$ cat config.mk
export PLATFORM = sky130hd
export DESIGN_NAME = common_mem_arbiter
export DESIGN_NICKNAME = d
export VERILOG_FILES = /design/src/rtl/common_mem_arbiter_pkg.sv /design/src/rtl/common_mem_arbiter_rr_pick.sv /design/src/rtl/common_mem_arbiter.sv
export SDC_FILE = /design/constraint.sdc
export NUM_CORES = 1
export LEC_CHECK = 0
export CELL_PAD_IN_SITES_DETAIL_PLACEMENT = 0
export CELL_PAD_IN_SITES_GLOBAL_PLACEMENT = 1
export CORE_AREA = 2 2 176 178
export DETAILED_ROUTE_END_ITERATION = 10
export DIE_AREA = 0 0 178 180
export PLACE_DENSITY_LB_ADDON = 0.1
export SYNTH_ARGS = -nofsm -noshare
export SYNTH_HDL_FRONTEND = slang
export SYNTH_SLANG_ARGS = --single-unit
$ cat constraint.sdc
create_clock -name clk_in -period 12 [get_ports clk_in]
set_input_delay 1.2 -clock clk_in [delete_from_list [all_inputs] [get_ports clk_in]]
set_output_delay 1.2 -clock clk_in [all_outputs]
set_load 0.005 [all_outputs]
$ cat src/rtl/common_mem_arbiter_pkg.sv
// Shared definitions for the common memory arbiter: FSM encoding and default widths.
package common_mem_arbiter_pkg;

  localparam int unsigned DefAddrW = 2;
  localparam int unsigned DefOdW   = 3;
  localparam int unsigned DefDataW = 32;

  // Requester index width; covers up to 8 requesters.
  localparam int unsigned IdxW = 3;

  typedef enum logic [1:0] {
    StIdle  = 2'd0,
    StIssue = 2'd1,
    StAck   = 2'd2
  } arb_state_e;

endpackage

$ cat src/rtl/common_mem_arbiter_rr_pick.sv
// Combinational round-robin picker: first set request at or after ptr, wrapping at N_REQ.
module common_mem_arbiter_rr_pick
  import common_mem_arbiter_pkg::*;
#(
  parameter int unsigned N_REQ = 8
) (
  input  logic [N_REQ-1:0] req_i,
  input  logic [IdxW-1:0]  ptr_i,
  output logic [IdxW-1:0]  idx_o,
  output logic             found_o
);

  logic [IdxW:0] cand;

  // Scan ptr, ptr+1, ... modulo N_REQ; the first hit wins.
  always_comb begin
    idx_o   = '0;
    found_o = 1'b0;
    cand    = '0;
    for (int unsigned i = 0; i < N_REQ; i++) begin
      cand = {1'b0, ptr_i} + (IdxW + 1)'(i);
      if (cand >= (IdxW + 1)'(N_REQ)) begin
        cand = cand - (IdxW + 1)'(N_REQ);
      end
      if (!found_o && req_i[cand[IdxW-1:0]]) begin
        found_o = 1'b1;
        idx_o   = cand[IdxW-1:0];
      end
    end
  end

endmodule

$ cat src/rtl/common_mem_arbiter.sv
// Round-robin arbiter sharing one common-memory port between N_REQ requesters.
// Each transaction runs IDLE -> ISSUE -> ACK. Optional macro MEM_ARB_LOCK_EN lets a
// locked winner go straight from ACK back to ISSUE for atomic read-modify-write.
module common_mem_arbiter
  import common_mem_arbiter_pkg::*;
#(
  parameter int unsigned N_REQ  = 8,
  parameter int unsigned ADDR_W = DefAddrW,
  parameter int unsigned OD_W   = DefOdW,
  parameter int unsigned DATA_W = DefDataW
) (
  input  logic                    clk_in,
  input  logic                    rst,
  input  logic [N_REQ-1:0]        req,
  input  logic [N_REQ-1:0]        req_we,
  input  logic [N_REQ-1:0]        req_lock,
  input  logic [N_REQ*ADDR_W-1:0] req_addr,
  input  logic [N_REQ*OD_W-1:0]   req_rd_od,
  input  logic [N_REQ*DATA_W-1:0] req_wd_data,
  output logic [N_REQ-1:0]        gnt,
  output logic                    ack,
  output logic [2:0]              ack_id,
  output logic [DATA_W-1:0]       rd_data,
  output logic [15:0]             txn_cnt,
  output logic                    mem_we,
  output logic [ADDR_W-1:0]       mem_addr,
  output logic [OD_W-1:0]         mem_rd_od,
  output logic [DATA_W-1:0]       mem_wd_data,
  input  logic [DATA_W-1:0]       mem_rd_data
);

  localparam logic [IdxW-1:0] LastIdx = IdxW'(N_REQ - 1);

  arb_state_e        state_q, state_d;
  logic [IdxW-1:0]   winner_q, winner_d;
  logic [IdxW-1:0]   ptr_q, ptr_d;
  logic [N_REQ-1:0]  gnt_q, gnt_d;
  logic              ack_q, ack_d;
  logic [IdxW-1:0]   ack_id_q, ack_id_d;
  logic [DATA_W-1:0] rd_data_q, rd_data_d;
  logic [15:0]       txn_cnt_q, txn_cnt_d;
  logic              mem_we_q, mem_we_d;
  logic [ADDR_W-1:0] mem_addr_q, mem_addr_d;
  logic [OD_W-1:0]   mem_rd_od_q, mem_rd_od_d;
  logic [DATA_W-1:0] mem_wd_data_q, mem_wd_data_d;

  logic [IdxW-1:0]   pick_idx;
  logic              pick_found;
  logic              load_issue;
  logic              lock_hold;

  common_mem_arbiter_rr_pick #(
    .N_REQ (N_REQ)
  ) u_rr_pick (
    .req_i   (req),
    .ptr_i   (ptr_q),
    .idx_o   (pick_idx),
    .found_o (pick_found)
  );

`ifdef MEM_ARB_LOCK_EN
  assign lock_hold = req_lock[winner_q] & req[winner_q];
`else
  logic unused_lock;
  assign unused_lock = ^req_lock;
  assign lock_hold   = 1'b0;
`endif

  // Next-state and registered-output computation; mem_* are loaded one edge ahead of ISSUE.
  always_comb begin
    state_d       = state_q;
    winner_d      = winner_q;
    ptr_d         = ptr_q;
    gnt_d         = gnt_q;
    ack_d         = 1'b0;
    ack_id_d      = ack_id_q;
    rd_data_d     = rd_data_q;
    txn_cnt_d     = txn_cnt_q;
    mem_we_d      = 1'b0;
    mem_addr_d    = '0;
    mem_rd_od_d   = '0;
    mem_wd_data_d = '0;
    load_issue    = 1'b0;

    unique case (state_q)
      StIdle: begin
        if (pick_found) begin
          winner_d   = pick_idx;
          load_issue = 1'b1;
          state_d    = StIssue;
        end
      end
      StIssue: begin
        if (!mem_we_q) begin
          rd_data_d = mem_rd_data;
        end
        ack_d     = 1'b1;
        ack_id_d  = winner_q;
        txn_cnt_d = txn_cnt_q + 16'd1;
        state_d   = StAck;
      end
      StAck: begin
        if (lock_hold) begin
          load_issue = 1'b1;
          state_d    = StIssue;
        end else begin
          gnt_d   = '0;
          ptr_d   = (winner_q == LastIdx) ? '0 : winner_q + IdxW'(1);
          state_d = StIdle;
        end
      end
      default: state_d = StIdle;
    endcase

    if (load_issue) begin
      gnt_d           = '0;
      gnt_d[winner_d] = 1'b1;
      mem_we_d        = req_we[winner_d];
      mem_addr_d      = req_addr[int'(winner_d)*ADDR_W +: ADDR_W];
      mem_rd_od_d     = req_rd_od[int'(winner_d)*OD_W +: OD_W];
      mem_wd_data_d   = req_wd_data[int'(winner_d)*DATA_W +: DATA_W];
    end
  end

  // State register with synchronous active-high reset.
  always_ff @(posedge clk_in) begin
    if (rst) begin
      state_q       <= StIdle;
      winner_q      <= '0;
      ptr_q         <= '0;
      gnt_q         <= '0;
      ack_q         <= 1'b0;
      ack_id_q      <= '0;
      rd_data_q     <= '0;
      txn_cnt_q     <= '0;
      mem_we_q      <= 1'b0;
      mem_addr_q    <= '0;
      mem_rd_od_q   <= '0;
      mem_wd_data_q <= '0;
    end else begin
      state_q       <= state_d;
      winner_q      <= winner_d;
      ptr_q         <= ptr_d;
      gnt_q         <= gnt_d;
      ack_q         <= ack_d;
      ack_id_q      <= ack_id_d;
      rd_data_q     <= rd_data_d;
      txn_cnt_q     <= txn_cnt_d;
      mem_we_q      <= mem_we_d;
      mem_addr_q    <= mem_addr_d;
      mem_rd_od_q   <= mem_rd_od_d;
      mem_wd_data_q <= mem_wd_data_d;
    end
  end

  assign gnt         = gnt_q;
  assign ack         = ack_q;
  assign ack_id      = ack_id_q;
  assign rd_data     = rd_data_q;
  assign txn_cnt     = txn_cnt_q;
  assign mem_we      = mem_we_q;
  assign mem_addr    = mem_addr_q;
  assign mem_rd_od   = mem_rd_od_q;
  assign mem_wd_data = mem_wd_data_q;

endmodule

==> flow_metrics.env, run 1 <==
export IMPL_maxCapViolCount=0
export IMPL_cts_tree="yes"
export IMPL_start_util_pct=22.7
export IMPL_grt_pass1_wl_mm=49.0
export IMPL_cp_buffers_inverters=2
export IMPL_clk_path_buf_depth=2
export IMPL_core_area_um2=30200
export IMPL_grt_start_max_net_pins=83
export IMPL_hold_viol=0
export IMPL_worstSkewPairLatency_ns=0.37
export IMPL_synth_most_common_cell="nand2_1"
export IMPL_grt_overflow=0
export IMPL_grt_setup_unrepaired="no"
export IMPL_synthArstFlopShare_pct=0
export IMPL_synthesis_area_um2=6850
export IMPL_grt_pass1_vias=8106
export IMPL_ys_flop_type="dfxtp_1"
export IMPL_drt_wl_total_mm=33.4
export IMPL_setup_tns_ns=0
export IMPL_holdPathStages=2
export IMPL_ctsHtreeMaxLevel=3
export IMPL_grt_use_met3_pct=6.45
export IMPL_hp_start="rd_data[16]"
export IMPL_layout_nets=1750
export IMPL_r2r_start="ptr_q[0]"
export IMPL_fin_ws_ns=6.00
export IMPL_synth_edff_count=0
export IMPL_area_growth_pct=73.1
export IMPL_die_h_um=180
export IMPL_cts_root_buffer="clkbuf_16"
export IMPL_drt_iter0_drc=328
export IMPL_die_w_um=178
export IMPL_synth_commonest_cells="386 x nand2_1, 191 x a21oi_1, 106 x dfxtp_1, 45 x nor2_1, 38 x or4_1"
export IMPL_post_route_cells_drive_above_1_share_pct=4.94
export IMPL_portBuffers=443
export IMPL_cpPeakStageDelay_ns=0.79
export IMPL_worst_slew_pin_slew_ns=1.01
export IMPL_fin_crit_ns=6.00
export IMPL_powerDensity_nw_per_um2=107
export IMPL_grtUsageMet1_pct=22.3
export IMPL_place_ws_ns=5.87
export IMPL_cp_start_kind="register"
export IMPL_viasPerCell=4.65
export IMPL_syn_num_nets=1358
export IMPL_busiest_layer="met2"
export IMPL_dp_hpwl_mm=25.2
export IMPL_cp_cell_sequence="inv_2, ha_1, mux2_1, mux4_2, o32a_1, or4_4, o21ai_4, a21o_4, buf_4, nand2_1, a21oi_1, or4_1"
export IMPL_fp_dieArea_um2=32000
export IMPL_clock_skew_ns=0.0216
export IMPL_synth_warnings=0
export IMPL_maxClockFrequency_ghz=0.167
export IMPL_cp_slowest_cell="dfxtp_1"
export IMPL_ys_seq_area_share_pct=31.0
export IMPL_r2r_slack_ns=6.00
export IMPL_ir_drop_mv=0.0865
export IMPL_post_drt_wl_per_cell_um=18.6
export IMPL_synth_area_leaders="dfxtp_1 31%, nand2_1 21%, a21oi_1 14%, mux4_2 4.6%, or4_1 4.2%"
export IMPL_ff2ff_path_depth=12
export IMPL_yosys_cell_types_count=56
export IMPL_max_slew_margin_pct=32.3
export IMPL_cts_resized=0
export IMPL_holdBufCountCts=0
export IMPL_critical_path_class="reg2reg"
export IMPL_critPathMaxFanout=82
export IMPL_leakage_nw=4.57
export IMPL_path_clk_slew_ns=0.09
export IMPL_ys_seq_elements=106
export IMPL_reg2reg_to="mem_wd_data[2]"
export IMPL_n_fill_cell=3214
export IMPL_syn_area_per_cell_um2=6.85
export IMPL_critical_path_top_delay_family="compound AO/OA/AOI/OAI gates"
export IMPL_grt_use_total_pct=20.1
export IMPL_drc=0
export IMPL_grt_util_met2_pct=35.9
export IMPL_yosysTopAreaCellShare_pct=31.0
export IMPL_slew_viol_final=0
export IMPL_io_pins=452
export IMPL_dr_pass1_iters=5
export IMPL_gp_routability_congestion=0.855
export IMPL_numCtsBuffers=9
export IMPL_antenna_found_initial=7
export IMPL_finalSetupViolCount=0
export IMPL_crit_path_end_kind="register"
export IMPL_status="completed"
export IMPL_cp_arrival_ns=6.30
export IMPL_fin_crit_sh_pct=50.0
export IMPL_cts_setup_buffers=0
export IMPL_min_to="rd_data[16]"
export IMPL_cts_sinks=106
export IMPL_synth_largest_area_cell="dfxtp_1"
export IMPL_rows=64
export IMPL_required_ns=12.30
export IMPL_hp_class="reg2reg"
export IMPL_final_antenna_net_count=0
export IMPL_vias=8362
export IMPL_synthCells=999
power by group:
| group | switching [mW] | internal [mW] | total, mW |
|---|---|---|---|
| combinational | 0.274 | 0.265 | 0.539 |
| clock | 0.172 | 0.152 | 0.324 |
| sequential | 0.0184 | 0.393 | 0.412 |
worst max path at each step:
stage | cells after the start | endpoint | slack (ns) | start
floorplan | 16 | mem_addr[0] | 7.46 | ptr_q[1]
global placement | 12 | mem_wd_data[3] | 5.88 | ptr_q[0]
detailed placement | 11 | mem_wd_data[3] | 5.87 | req[2]
CTS | 12 | mem_wd_data[3] | 5.91 | ptr_q[0]
global route | 12 | mem_wd_data[2] | 5.60 | ptr_q[0]
finish | 12 | mem_wd_data[2] | 6.00 | ptr_q[0]
cell type report:
cell class / count / area [um2] / area share, %
sequential: 106 / 2120 / 17.9
antenna: 7 / 17.5 / 0.148
timing repair buffer: 452 / 4500 / 37.9
clock inverter: 7 / 93.8 / 0.792
multi-input combinational: 815 / 4370 / 36.9
clock buffer: 9 / 225 / 1.90
inverter: 7 / 26.3 / 0.222
tap: 396 / 495 / 4.18
stage by stage:
| step | util [%] | total power [mW] | hold slack, ns | cell area [um2] | cells |
|---|---|---|---|---|---|
| global placement | 38.1 | 0.966 | 0.442 | 11500 | 1776 |
| global route | 39.3 | 1.36 | 0.478 | 11900 | 1799 |
| finish | 39.3 | 1.27 | 0.456 | 11900 | 1799 |
| floorplan | - | 0.693 | 0.446 | 6850 | 999 |
| CTS | 39.2 | 1.30 | 0.458 | 11800 | 1792 |
| detailed placement | 38.1 | 0.964 | 0.446 | 11500 | 1776 |
kinds of logic (layout without fill, tap and decap cells):
group	after synthesis	after routing	synth area share, %
AND/OR/NAND/NOR	513	513	31.9
AO/OA/AOI/OAI	242	242	20.3
flip-flops	106	106	31.0
buffers and inverters	78	475	5.39
multiplexers	37	37	8.15
XOR/XNOR	18	18	2.30
adder cells (fa/ha/maj)	5	5	0.914
other	0	7	0
cell usage in the layout (no fill, tap or decap), drive strengths merged, types with 5 or more instances in the layout:
cell and n:
nand3 15, mux2 10, xor2 15, a32oi 12, dfxtp 106, a21oi 192, inv 10, ha 5
clkdlybuf4s50 442, mux4 14, or4 39, mux2i 13, buf 10, nand2 386, o21ai 6, nor2 45
clkbuf 9, diode 7
registers in the layout, indices dropped and copies added, names as in the netlist, 3 cells and up:
| register | count |
|---|---|
| rd_data | 32 |
| winner_q | 3 |
| txn_cnt | 16 |
| mem_rd_od | 3 |
| ack_id | 3 |
| ptr_q | 3 |
| gnt | 8 |
| mem_wd_data | 32 |
worst register-to-register path: cells and delay by family (launching register included):
| family | cells | cell delay (ns) |
|---|---|---|
| muxes | 2 | 0.87 |
| adders and majority gates | 1 | 0.68 |
| AOI/OAI and AO/OA | 4 | 1.73 |
| DFF | 1 | 0.79 |
| buffers and inverters | 2 | 1.02 |
| and+or+nand+nor | 3 | 0.85 |
layer usage:
| layer | part of all wire, % | vias to the layer above |
|---|---|---|
| met4 | 2.3 | 0 |
| li1 | - | 4219 |
| met1 | 39 | 3830 |
| met3 | 8.0 | 37 |
| met5 | 0 | - |
| met2 | 51 | 276 |
Power figures use the tool's default switching activity.
==> inputs of run 2 (changes only) <==
- CORE_AREA: 2 2 176 178 -> 2 2 177 179
- DIE_AREA: 0 0 178 180 -> 0 0 179 181
- clock period: 12 -> 6.1 ns (I/O delays scaled with it)
==> run 2 against run 1 <==
- first-iteration DRC count grew 20%
- die area grew 1.1%
- utilization shrank 0.059 points
- hold slack gained 0.00051 ns
- global-route usage grew 0.057 points
- final area grew 0.38%
- sequential power grew 96%
- sequential share of layout area shrank 0.068 points
- final cell count grew 0.17%
- flip-flop and latch count is the same
- via count grew 1.0%
- non-clock buffer count grew 5
- critical endpoint is now mem_wd_data[16]
==> flow_metrics.env, run 2 (synthesis results as in run 1) <==
export IMPL_mostFrequentLayoutCells="442 x clkdlybuf4s50_1, 386 x nand2_1, 191 x a21oi_1"
export IMPL_drt_iter0_drc=395
export IMPL_final_common_cell="clkdlybuf4s50_1"
export IMPL_layout_nets=1755
export IMPL_dp_hpwl_mm=25.5
export IMPL_worst_slew_pin_slew_ns=0.988
export IMPL_maxCapViolCount=0
export IMPL_status="completed"
export IMPL_fin_crit_ns=5.24
export IMPL_ir_drop_mv=0.169
export IMPL_core_area_um2=30300
export IMPL_cts_resized=0
export IMPL_cp_slowest_cell="ha_1"
export IMPL_clock_skew_ns=0.0155
export IMPL_start_util_pct=22.6
export IMPL_final_antenna_net_count=0
export IMPL_grt_overflow=0
export IMPL_cp_arrival_ns=5.48
export IMPL_cpPeakStageDelay_ns=0.62
export IMPL_leakage_nw=4.60
export IMPL_grt_start_max_net_pins=79
export IMPL_fin_crit_sh_pct=85.9
export IMPL_crit_path_frequent_cell="buf_4"
export IMPL_required_ns=6.34
export IMPL_grt_pass1_wl_mm=49.3
export IMPL_cts_sinks=106
export IMPL_cp_buffers_inverters=3
export IMPL_post_drt_wl_per_cell_um=18.8
export IMPL_setup_tns_ns=0
export IMPL_cts_tree="yes"
export IMPL_critPathMaxFanout=18
export IMPL_worstSkewPairLatency_ns=0.37
export IMPL_grt_use_total_pct=20.2
export IMPL_numCtsBuffers=9
export IMPL_crit_path_end_kind="register"
export IMPL_hp_class="reg2reg"
export IMPL_dr_pass1_iters=4
export IMPL_hold_viol=0
export IMPL_n_fill_cell=3216
export IMPL_portBuffers=443
export IMPL_cts_setup_buffers=0
export IMPL_cp_start_kind="register"
export IMPL_fp_dieArea_um2=32400
export IMPL_viasPerCell=4.69
export IMPL_drt_wl_total_mm=33.8
export IMPL_area_growth_pct=73.8
export IMPL_post_route_cells_drive_above_1_share_pct=5.28
export IMPL_drc=0
export IMPL_gp_routability_congestion=0.879
export IMPL_critical_path_class="reg2reg"
export IMPL_finalSetupViolCount=0
export IMPL_holdBufCountCts=0
export IMPL_grt_pass1_vias=8236
export IMPL_io_pins=452
export IMPL_path_clk_slew_ns=0.10
export IMPL_cts_root_buffer="clkbuf_16"
export IMPL_maxClockFrequency_ghz=0.191
export IMPL_grt_setup_unrepaired="no"
export IMPL_powerDensity_nw_per_um2=213
export IMPL_vias=8449
export IMPL_antenna_found_initial=6
export IMPL_die_h_um=181
export IMPL_max_slew_margin_pct=33.6
export IMPL_ctsHtreeMaxLevel=3
export IMPL_clk_path_buf_depth=2
export IMPL_rows=64
export IMPL_cp_cell_sequence="buf_4, inv_2, ha_1, mux2_2, mux4_2, o32a_1, o41ai_2, o22ai_1, a22oi_2, or4_2, buf_4, a21oi_1, or4_1"
export IMPL_slew_viol_final=0
export IMPL_critical_path_top_delay_family="compound AO/OA/AOI/OAI gates"
export IMPL_hold_ws_ns=0.457
export IMPL_die_w_um=179
[run 2: worst paths after layout]
check                           startpoint              end  slack [ns]  depth (start not counted)
worst max-delay path              ptr_q[0]  mem_wd_data[16]        0.86                         13
worst min-delay path            rd_data[4]       rd_data[4]        0.46                          2
worst max register to register    ptr_q[0]  mem_wd_data[16]        0.86                         13
worst min register to register  rd_data[4]       rd_data[4]        0.46                          2
[run 2: final cells by class]
| cell class | count | area (um2) | share of cell area (%) |
|---|---|---|---|
| diodes | 5 | 12.5 | 0.105 |
| clock inverters | 7 | 93.8 | 0.789 |
| repair buffers | 457 | 4550 | 38.2 |
| well taps | 396 | 495 | 4.16 |
| clock buffers | 9 | 225 | 1.89 |
| multi-input cells | 815 | 4370 | 36.8 |
| flip-flops and latches | 106 | 2120 | 17.8 |
| inverters | 7 | 26.3 | 0.221 |
[run 2: layer usage]
metal | vias to the layer above | global-route usage [%] | wire length (um)
met2 | 290 | 37.3 | 17700
met5 | - | 0 | 0
met3 | 16 | 5.96 | 2530
li1 | 4226 | - | -
met4 | 0 | 4.59 | 336
met1 | 3917 | 22.3 | 13300
[run 2: stage by stage]
| step | total power [mW] | instance area (um2) | cells | util, % | worst slack [ns] |
|---|---|---|---|---|---|
| floorplan | 1.36 | 6850 | 999 | - | 1.56 |
| global placement | 1.91 | 11600 | 1781 | 38.1 | 0.897 |
| detailed placement | 1.91 | 11600 | 1781 | 38.1 | 0.869 |
| CTS | 2.58 | 11900 | 1797 | 39.2 | 0.830 |
| global route | 2.70 | 11900 | 1802 | 39.2 | 0.511 |
| finish | 2.53 | 11900 | 1802 | 39.2 | 0.861 |
[run 2: worst register-to-register path: cells and delay by family (launching register included)]
| kind | cells | cell delay [ns] |
|---|---|---|
| and+or+nand+nor | 2 | 1.04 |
| AOI/OAI and AO/OA | 5 | 1.57 |
| buffers and inverters | 3 | 0.71 |
| adders and majority gates | 1 | 0.62 |
| muxes | 2 | 0.87 |
| DFF | 1 | 0.32 |
[run 2: power breakdown]
group	switching [mW]	total, mW	internal (mW)
sequential	0.0338	0.807	0.773
combinational	0.543	1.07	0.530
clock	0.348	0.649	0.301
==> inputs of run 3 (changes only) <==
- CAP_MARGIN: not set -> 10
- SLEW_MARGIN: not set -> 5
==> results of run 3 <==
No change in the layout: final DEF, timing and power equal those of run 2.
